**src/rtl/pipeline_pkg.sv**
```systemverilog
// Shared types for the pipeline control logic: forwarding selects,
// hazard FSM states and the hard-wired zero register index.
package pipeline_pkg;

   typedef enum logic [1:0] {
      FWD_NONE = 2'b00,
      FWD_WB   = 2'b01,
      FWD_MEM  = 2'b10
   } fwd_sel_t;

   typedef enum logic {
      RUN  = 1'b0,
      BUSY = 1'b1
   } hazard_state_t;

   localparam int unsigned REG_ZERO = 0;

endpackage

```
**src/rtl/hazard_ctrl_if.sv**
```systemverilog
// Hazard-unit bundle: stage register indices and control bits in,
// stall/flush/forward controls and perf counters out.
interface hazard_ctrl_if #(
   parameter int REG_ADDR_WIDTH = 5,
   parameter int CNT_WIDTH      = 32
);
   import pipeline_pkg::*;

   logic [REG_ADDR_WIDTH-1:0] rs1D_i, rs2D_i;
   logic [REG_ADDR_WIDTH-1:0] rs1E_i, rs2E_i;
   logic [REG_ADDR_WIDTH-1:0] rdE_i, rdM_i, rdW_i;
   logic                      reg_writeM_i, reg_writeW_i;
   logic                      loadE_i, pc_srcE_i;
   logic                      mdu_startE_i, mdu_done_i;

   logic                      stallF_o, stallD_o, stallE_o;
   logic                      flushD_o, flushE_o, flushM_o;
   fwd_sel_t                  forward_aE_o, forward_bE_o;
   logic                      mdu_timeout_o;
   logic [CNT_WIDTH-1:0]      stall_cnt_o, flush_cnt_o;

   // Datapath side.
   modport master (
      output rs1D_i, rs2D_i, rs1E_i, rs2E_i, rdE_i, rdM_i, rdW_i,
             reg_writeM_i, reg_writeW_i, loadE_i, pc_srcE_i,
             mdu_startE_i, mdu_done_i,
      input  stallF_o, stallD_o, stallE_o, flushD_o, flushE_o, flushM_o,
             forward_aE_o, forward_bE_o, mdu_timeout_o,
             stall_cnt_o, flush_cnt_o
   );

   // Hazard-unit side.
   modport slave (
      input  rs1D_i, rs2D_i, rs1E_i, rs2E_i, rdE_i, rdM_i, rdW_i,
             reg_writeM_i, reg_writeW_i, loadE_i, pc_srcE_i,
             mdu_startE_i, mdu_done_i,
      output stallF_o, stallD_o, stallE_o, flushD_o, flushE_o, flushM_o,
             forward_aE_o, forward_bE_o, mdu_timeout_o,
             stall_cnt_o, flush_cnt_o
   );

endinterface

```
**src/rtl/forward_unit.sv**
```systemverilog
// Per-operand bypass select: the M-stage ALU result wins over the
// W-stage result; writes to the zero register are never forwarded.
module forward_unit
   import pipeline_pkg::*;
#(
   parameter int REG_ADDR_WIDTH = 5
) (
   input  logic [REG_ADDR_WIDTH-1:0] rs_e_i,
   input  logic [REG_ADDR_WIDTH-1:0] rd_m_i,
   input  logic [REG_ADDR_WIDTH-1:0] rd_w_i,
   input  logic                      reg_write_m_i,
   input  logic                      reg_write_w_i,
   output fwd_sel_t                  sel_o
);

   localparam logic [REG_ADDR_WIDTH-1:0] ZERO = REG_ADDR_WIDTH'(REG_ZERO);

   always_comb begin
      // NOTE: default assignment first so no path leaves sel_o unassigned (no latch).
      sel_o = FWD_NONE;
      if (reg_write_m_i && (rd_m_i != ZERO) && (rd_m_i == rs_e_i)) begin
         sel_o = FWD_MEM;
      end else if (reg_write_w_i && (rd_w_i != ZERO) && (rd_w_i == rs_e_i)) begin
         sel_o = FWD_WB;
      end
   end

endmodule

```
**src/rtl/hazard_ctrl.sv**
```systemverilog
// Pipeline hazard control: forwarding, load-use stall, redirect flush and
// the MDU wait FSM with watchdog. Perf counters exist only with HAZARD_PERF_EN.
module hazard_ctrl
   import pipeline_pkg::*;
#(
   parameter int REG_ADDR_WIDTH = 5,
   parameter int MDU_TIMEOUT    = 64,
   parameter int CNT_WIDTH      = 32
) (
   input logic           clk_i,
   input logic           rst_i,
   hazard_ctrl_if.slave  hif
);

   localparam int                  WD_WIDTH = $clog2(MDU_TIMEOUT);
   localparam logic [WD_WIDTH-1:0] WD_LAST  = WD_WIDTH'(MDU_TIMEOUT - 1);
   localparam logic [REG_ADDR_WIDTH-1:0] ZERO = REG_ADDR_WIDTH'(REG_ZERO);

   hazard_state_t        state_q, state_d;
   logic [WD_WIDTH-1:0]  wd_cnt_q, wd_cnt_d;
   logic                 timeout_q, timeout_d;

   fwd_sel_t fwd_a, fwd_b;
   logic     busy, wd_hit, mdu_release, mdu_stall, lw_raw, lw_stall, redirect;

   forward_unit #(.REG_ADDR_WIDTH(REG_ADDR_WIDTH)) u_fwd_a (
      .rs_e_i(hif.rs1E_i), .rd_m_i(hif.rdM_i), .rd_w_i(hif.rdW_i),
      .reg_write_m_i(hif.reg_writeM_i), .reg_write_w_i(hif.reg_writeW_i),
      .sel_o(fwd_a)
   );

   forward_unit #(.REG_ADDR_WIDTH(REG_ADDR_WIDTH)) u_fwd_b (
      .rs_e_i(hif.rs2E_i), .rd_m_i(hif.rdM_i), .rd_w_i(hif.rdW_i),
      .reg_write_m_i(hif.reg_writeM_i), .reg_write_w_i(hif.reg_writeW_i),
      .sel_o(fwd_b)
   );

   // While BUSY the E stage is frozen, so redirect and start are ignored.
   always_comb begin
      busy        = (state_q == BUSY);
      wd_hit      = busy && (wd_cnt_q == WD_LAST);
      mdu_release = hif.mdu_done_i || wd_hit;
      lw_raw      = hif.loadE_i && (hif.rdE_i != ZERO) &&
                    ((hif.rdE_i == hif.rs1D_i) || (hif.rdE_i == hif.rs2D_i));
      redirect    = !rst_i && !busy && hif.pc_srcE_i;
      lw_stall    = !rst_i && !busy && !hif.pc_srcE_i && lw_raw;
      mdu_stall   = !rst_i && (busy ? !mdu_release
                                    : (hif.mdu_startE_i && !hif.pc_srcE_i && !hif.mdu_done_i));
   end

   always_comb begin
      state_d   = state_q;
      wd_cnt_d  = wd_cnt_q;
      timeout_d = timeout_q || (wd_hit && !hif.mdu_done_i);
      if (!busy) begin
         if (hif.mdu_startE_i && !hif.pc_srcE_i && !hif.mdu_done_i) begin
            state_d  = BUSY;
            wd_cnt_d = '0;
         end
      end else if (mdu_release) begin
         state_d  = RUN;
         wd_cnt_d = '0;
      end else begin
         wd_cnt_d = wd_cnt_q + 1'b1;
      end
   end

   always_ff @(posedge clk_i or posedge rst_i) begin
      // NOTE: non-blocking assignments so every flop samples pre-edge values.
      if (rst_i) begin
         state_q   <= RUN;
         wd_cnt_q  <= '0;
         timeout_q <= 1'b0;
      end else begin
         state_q   <= state_d;
         wd_cnt_q  <= wd_cnt_d;
         timeout_q <= timeout_d;
      end
   end

   assign hif.stallF_o      = mdu_stall || lw_stall;
   assign hif.stallD_o      = mdu_stall || lw_stall;
   assign hif.stallE_o      = mdu_stall;
   assign hif.flushD_o      = rst_i || redirect;
   assign hif.flushE_o      = rst_i || redirect || (lw_stall && !mdu_stall);
   assign hif.flushM_o      = rst_i || mdu_stall;
   assign hif.forward_aE_o  = rst_i ? FWD_NONE : fwd_a;
   assign hif.forward_bE_o  = rst_i ? FWD_NONE : fwd_b;
   assign hif.mdu_timeout_o = timeout_q;

`ifdef HAZARD_PERF_EN
   logic [CNT_WIDTH-1:0] stall_cnt_q, stall_cnt_d, flush_cnt_q, flush_cnt_d;

   // Saturating event counters; reset holds them at zero.
   always_comb begin
      stall_cnt_d = stall_cnt_q;
      flush_cnt_d = flush_cnt_q;
      if (hif.stallF_o && !(&stall_cnt_q)) begin
         stall_cnt_d = stall_cnt_q + CNT_WIDTH'(1);
      end
      if ((hif.flushD_o || hif.flushE_o) && !(&flush_cnt_q)) begin
         flush_cnt_d = flush_cnt_q + CNT_WIDTH'(1);
      end
   end

   always_ff @(posedge clk_i or posedge rst_i) begin
      if (rst_i) begin
         stall_cnt_q <= '0;
         flush_cnt_q <= '0;
      end else begin
         stall_cnt_q <= stall_cnt_d;
         flush_cnt_q <= flush_cnt_d;
      end
   end

   assign hif.stall_cnt_o = stall_cnt_q;
   assign hif.flush_cnt_o = flush_cnt_q;
`else
   assign hif.stall_cnt_o = {CNT_WIDTH{1'b0}};
   assign hif.flush_cnt_o = {CNT_WIDTH{1'b0}};
`endif

endmodule

```
**src/flat_wrapper.sv**
```systemverilog
// flat-port wrapper written by rule: the top's interface ports become plain ports
module hazard_ctrl_flat import pipeline_pkg::*;
#(
   parameter int REG_ADDR_WIDTH = 5,
   parameter int MDU_TIMEOUT    = 64,
   parameter int CNT_WIDTH      = 32
)
  (clk_i, rst_i, hif_rs1D_i, hif_rs2D_i, hif_rs1E_i, hif_rs2E_i, hif_rdE_i, hif_rdM_i, hif_rdW_i, hif_reg_writeM_i, hif_reg_writeW_i, hif_loadE_i, hif_pc_srcE_i, hif_mdu_startE_i, hif_mdu_done_i, hif_stallF_o, hif_stallD_o, hif_stallE_o, hif_flushD_o, hif_flushE_o, hif_flushM_o, hif_forward_aE_o, hif_forward_bE_o, hif_mdu_timeout_o, hif_stall_cnt_o, hif_flush_cnt_o);
  hazard_ctrl_if #(.REG_ADDR_WIDTH(REG_ADDR_WIDTH), .CNT_WIDTH(CNT_WIDTH)) hif_i ();
  input logic clk_i;
  input logic rst_i;
  input wire logic [$bits(hif_i.rs1D_i)-1:0] hif_rs1D_i;
  input wire logic [$bits(hif_i.rs2D_i)-1:0] hif_rs2D_i;
  input wire logic [$bits(hif_i.rs1E_i)-1:0] hif_rs1E_i;
  input wire logic [$bits(hif_i.rs2E_i)-1:0] hif_rs2E_i;
  input wire logic [$bits(hif_i.rdE_i)-1:0] hif_rdE_i;
  input wire logic [$bits(hif_i.rdM_i)-1:0] hif_rdM_i;
  input wire logic [$bits(hif_i.rdW_i)-1:0] hif_rdW_i;
  input wire logic [$bits(hif_i.reg_writeM_i)-1:0] hif_reg_writeM_i;
  input wire logic [$bits(hif_i.reg_writeW_i)-1:0] hif_reg_writeW_i;
  input wire logic [$bits(hif_i.loadE_i)-1:0] hif_loadE_i;
  input wire logic [$bits(hif_i.pc_srcE_i)-1:0] hif_pc_srcE_i;
  input wire logic [$bits(hif_i.mdu_startE_i)-1:0] hif_mdu_startE_i;
  input wire logic [$bits(hif_i.mdu_done_i)-1:0] hif_mdu_done_i;
  output wire logic [$bits(hif_i.stallF_o)-1:0] hif_stallF_o;
  output wire logic [$bits(hif_i.stallD_o)-1:0] hif_stallD_o;
  output wire logic [$bits(hif_i.stallE_o)-1:0] hif_stallE_o;
  output wire logic [$bits(hif_i.flushD_o)-1:0] hif_flushD_o;
  output wire logic [$bits(hif_i.flushE_o)-1:0] hif_flushE_o;
  output wire logic [$bits(hif_i.flushM_o)-1:0] hif_flushM_o;
  output wire logic [$bits(hif_i.forward_aE_o)-1:0] hif_forward_aE_o;
  output wire logic [$bits(hif_i.forward_bE_o)-1:0] hif_forward_bE_o;
  output wire logic [$bits(hif_i.mdu_timeout_o)-1:0] hif_mdu_timeout_o;
  output wire logic [$bits(hif_i.stall_cnt_o)-1:0] hif_stall_cnt_o;
  output wire logic [$bits(hif_i.flush_cnt_o)-1:0] hif_flush_cnt_o;
  assign hif_i.rs1D_i = hif_rs1D_i;
  assign hif_i.rs2D_i = hif_rs2D_i;
  assign hif_i.rs1E_i = hif_rs1E_i;
  assign hif_i.rs2E_i = hif_rs2E_i;
  assign hif_i.rdE_i = hif_rdE_i;
  assign hif_i.rdM_i = hif_rdM_i;
  assign hif_i.rdW_i = hif_rdW_i;
  assign hif_i.reg_writeM_i = hif_reg_writeM_i;
  assign hif_i.reg_writeW_i = hif_reg_writeW_i;
  assign hif_i.loadE_i = hif_loadE_i;
  assign hif_i.pc_srcE_i = hif_pc_srcE_i;
  assign hif_i.mdu_startE_i = hif_mdu_startE_i;
  assign hif_i.mdu_done_i = hif_mdu_done_i;
  assign hif_stallF_o = hif_i.stallF_o;
  assign hif_stallD_o = hif_i.stallD_o;
  assign hif_stallE_o = hif_i.stallE_o;
  assign hif_flushD_o = hif_i.flushD_o;
  assign hif_flushE_o = hif_i.flushE_o;
  assign hif_flushM_o = hif_i.flushM_o;
  assign hif_forward_aE_o = hif_i.forward_aE_o;
  assign hif_forward_bE_o = hif_i.forward_bE_o;
  assign hif_mdu_timeout_o = hif_i.mdu_timeout_o;
  assign hif_stall_cnt_o = hif_i.stall_cnt_o;
  assign hif_flush_cnt_o = hif_i.flush_cnt_o;
  hazard_ctrl #(.REG_ADDR_WIDTH(REG_ADDR_WIDTH), .MDU_TIMEOUT(MDU_TIMEOUT), .CNT_WIDTH(CNT_WIDTH)) u_core (.clk_i(clk_i), .rst_i(rst_i), .hif(hif_i));
endmodule
```
**config.mk**
```make
export PLATFORM = sky130hd
export DESIGN_NAME = hazard_ctrl_flat
export DESIGN_NICKNAME = d
export VERILOG_FILES = /design/src/rtl/pipeline_pkg.sv /design/src/rtl/hazard_ctrl_if.sv /design/src/rtl/forward_unit.sv /design/src/rtl/hazard_ctrl.sv /design/src/flat_wrapper.sv
export SDC_FILE = /design/constraint.sdc
export NUM_CORES = 1
export LEC_CHECK = 0
export BUFFER_PORTS_ARGS = -buffer_cell sky130_fd_sc_hd__buf_2
export CORE_UTILIZATION = 35
export DETAILED_ROUTE_END_ITERATION = 6
export HOLD_SLACK_MARGIN = 0.05
export PLACE_DENSITY_LB_ADDON = 0.2
export REMOVE_ABC_BUFFERS = 1
export SYNTH_ARGS = -nofsm -noshare
export SYNTH_HDL_FRONTEND = slang
export SYNTH_SLANG_ARGS = --single-unit
```
**constraint.sdc**
```tcl
create_clock -name clk_i -period 1.9 [get_ports clk_i]
set_clock_uncertainty 0.1 [all_clocks]
set_input_delay 0.38 -clock clk_i [delete_from_list [all_inputs] [get_ports clk_i]]
set_output_delay 0.38 -clock clk_i [all_outputs]
set_load 0.02 [all_outputs]
```
==> out/metrics.yaml <==
cp_max_fo: 4
final_nets: 311
ant_nets: 0
layout_setup_ws_ns: -0.2696
r2r_slack_ns: 0.06
synth_top_family_by_area: "buffers and inverters"
cts_tree: "yes"
seqCellArea_um2: 200.2
synthAdderAreaFrac: 0.009372
clk_pin_slew_worst_paths_ns: 0.04
gp_routability_congestion: 0.7760
layout_min_cycle_time_ns: 2.170
period_share: 1.142
via_per_inst: 4.022
antenna_found_initial: 0
core_um2: 3661
finalSetupViolCount: 9
grt_pass1_vias: 1165
hold_viol_final: 0
overflow: 0
required_ns: 1.42
synth.cell_area_um2: 1335
routedWlPerCell_um: 10.31
ys_seq_area_frac: 0.1500
dr.pass1.iters: 4
multi_input_area_um2: 984.7
critPathArrivalTime_ns: 1.69
syn_avg_cell_area_um2: 7.762
irDropWorstVdd_uv: 212.3
crit_chain: "ha_2 > nand3_2 > nor2_2 > or3_4 > o22ai_4 > buf_6"
drive_gt1_frac: 0.4415
timing.hold.ws_ns: 0.3486
yosysWarnings: 0
utilization: 0.5458
via_count: 1259
grt.total_usage: 0.1531
crit_buf_inv: 1
worst_path_max_delay_cell: "or3_4"
power.density_nw_per_um2: 411.5
violations: "negative setup slack"
status: "finished with violations"
ys_ff_latch: 8
min_path_type: "flip-flop to flip-flop"
fmax_mhz: 460.9
htreeDepth: 1
die_y_um: 63.76
synthXorXnorAreaFrac: 0.2099
power_leakage_nw: 1.020
synthSimpleGateAreaFrac: 0.1584
cp-end-kind: "primary output"
fill_cells: 356
cts.path.max_buffers: 2
grt_first_pass_wirelength_um: 4926
rows: 22
synth_cell_types: 26
port_buffers: 53
synth_cells: 172
worst_path_largest_cell_delay_ns: 0.43
start_util: 0.3647
synthMuxAreaShare: 0
max-cap-violations: 0
drt-initial-drc-count: 37
cts.root.buffer_cell: "clkbuf_8"
start_kind: "flip-flop"
drv_slew: 0
clk_latency_ns: 0.23
cts_made_buffers: 3
crit_type: "flip-flop to primary output"
ios: 118
grt_max_degree: 9
routed_wl_um: 3227
num_antenna_cells: 0
synth_compound_area_frac: 0.08435
rsz0062_at_grt: "yes"
dieArea_um2: 4065
place_hpwl_um: 2458
drc: 0
area_growth_syn_to_layout_pct: 49.67
critical_path.top_delay_family: "simple AND/OR/NAND/NOR gates"
fp.dieW_um: 63.76
clock_sinks: 8
-- Yosys cell counts --
cell        n  area [um2]
inv_1       7       26.28
nor4_2      2       25.02
o31ai_1     1       7.510
a22oi_1     1       7.510
ha_1        1       12.51
or3_1       1       6.260
dfrtp_1     8       200.2
nand2_1    11       41.29
o2111ai_1   1       8.760
o21ai_0     7       35.03
conb_1      1       3.750
o211ai_1    2       15.01
o22ai_1     1       6.260
nor2_1      8       30.03
xor2_1     21       183.9
nand3_1     5       25.02
xnor2_1    11       96.34
o21ai_2     1       8.760
nor4_1      2       12.51
a21oi_1     2       10.01
nor3_1      4       20.02
a31oi_1     1       6.260
or4_1       6       45.04
a21o_1      1       7.510
nand2b_1    1       6.260
buf_4      65       488.0
-- routing by layer --
| metal | vias to the layer above | wire, um | share of wire | track usage |
|---|---|---|---|---|
| met2 | 66 | 1777 | 0.55 | 0.2979 |
| li1 | 628 | - | - | - |
| met5 | - | 0 | 0 | 0 |
| met3 | 2 | 242 | 0.075 | 0.03929 |
| met1 | 563 | 1187 | 0.37 | 0.1636 |
| met4 | 0 | 19 | 0.0059 | 0.02841 |
-- placed cells by master, fill, tap and decap left out, types with 6 or more instances in the layout --
master / n
conb_1: 64
buf_2: 37
buf_4: 34
xor2_1: 21
buf_6: 18
xnor2_1: 11
nand2_1: 10
dfrtp_1: 8
o21ai_0: 7
nor2_1: 6
-- worst register-to-register path, cell delays in order (launching register included) --
cell and delay (ns):
dfrtp_1 0.37, ha_2 0.19, nand3_2 0.07, nor2_2 0.04, or3_4 0.43, inv_4 0.10
buf_6 0.09, buf_6 0.08, buf_6 0.08, buf_6 0.08, buf_6 0.07, buf_4 0.09
-- cell type report --
cell class / instances / share of cell area
Clock buffer: 3 / 0.02066
Multi-Input combinational cell: 155 / 0.4928
Inverter: 7 / 0.01440
Tap cell: 48 / 0.03006
Timing Repair Buffer: 92 / 0.3419
Sequential cell: 8 / 0.1002
-- registers in the layout (all words and copies together), names as in the netlist --
name and cells:
u_core.hif.mdu_timeout_o 1, u_core.busy 1, u_core.wd_cnt_q 6
-- kinds of logic (layout without fill, tap and decap cells) --
kind of cell / after synthesis / in the layout
DFF: 8 / 8
adders and majority gates: 1 / 1
AOI/OAI and AO/OA: 18 / 18
other: 1 / 64
xor gates and xnor gates: 32 / 32
buffers and inverters: 72 / 102
and+or+nand+nor: 40 / 40
-- power breakdown --
group          leakage [nW]  switching (W)  internal [W]  total [W]
registers             0.110     0.00000483      0.000180   0.000184
logic                 0.889       0.000261      0.000175   0.000436
clock network        0.0216      0.0000646      0.000137   0.000202
-- timing repair --
action | CTS | global route
hold endpoints to repair | 8 | 0
setup buffers | 10 | 1
endpoints found under the setup margin | 9 | 10
hold buffers | 1 | 0
resized for setup | 43 | 17
pin swaps | 16 | 6
-- metrics by stage --
stage               std cells  setup TNS (ns)  total power (W)  setup WS, ns  area (um2)
global route              313          -2.259        0.0008786       -0.3129        1998
global placement          300          -1.137        0.0005372       -0.3047        1627
CTS                       314          -1.892        0.0008084       -0.2790        1933
finish                    313          -1.843        0.0008222       -0.2696        1998
detailed placement        300          -1.181        0.0005376       -0.3119        1627
floorplan                 170          -1.596        0.0003989       -0.4142        1084
-- path summary, 6_finish.rpt --
check                                    startpoint                        to  cells past startpoint
setup / recovery                 u_core.wd_cnt_q[1]              hif_stallF_o                      6
hold / removal             u_core.hif.mdu_timeout_o  u_core.hif.mdu_timeout_o                      1
setup reg to reg                 u_core.wd_cnt_q[1]               u_core.busy                     11
hold reg to reg            u_core.hif.mdu_timeout_o  u_core.hif.mdu_timeout_o                      1
max in group asynchronous                     rst_i               u_core.busy                      4
min in group asynchronous                     rst_i        u_core.wd_cnt_q[2]                      4
(Power assumes the default switching activity.)
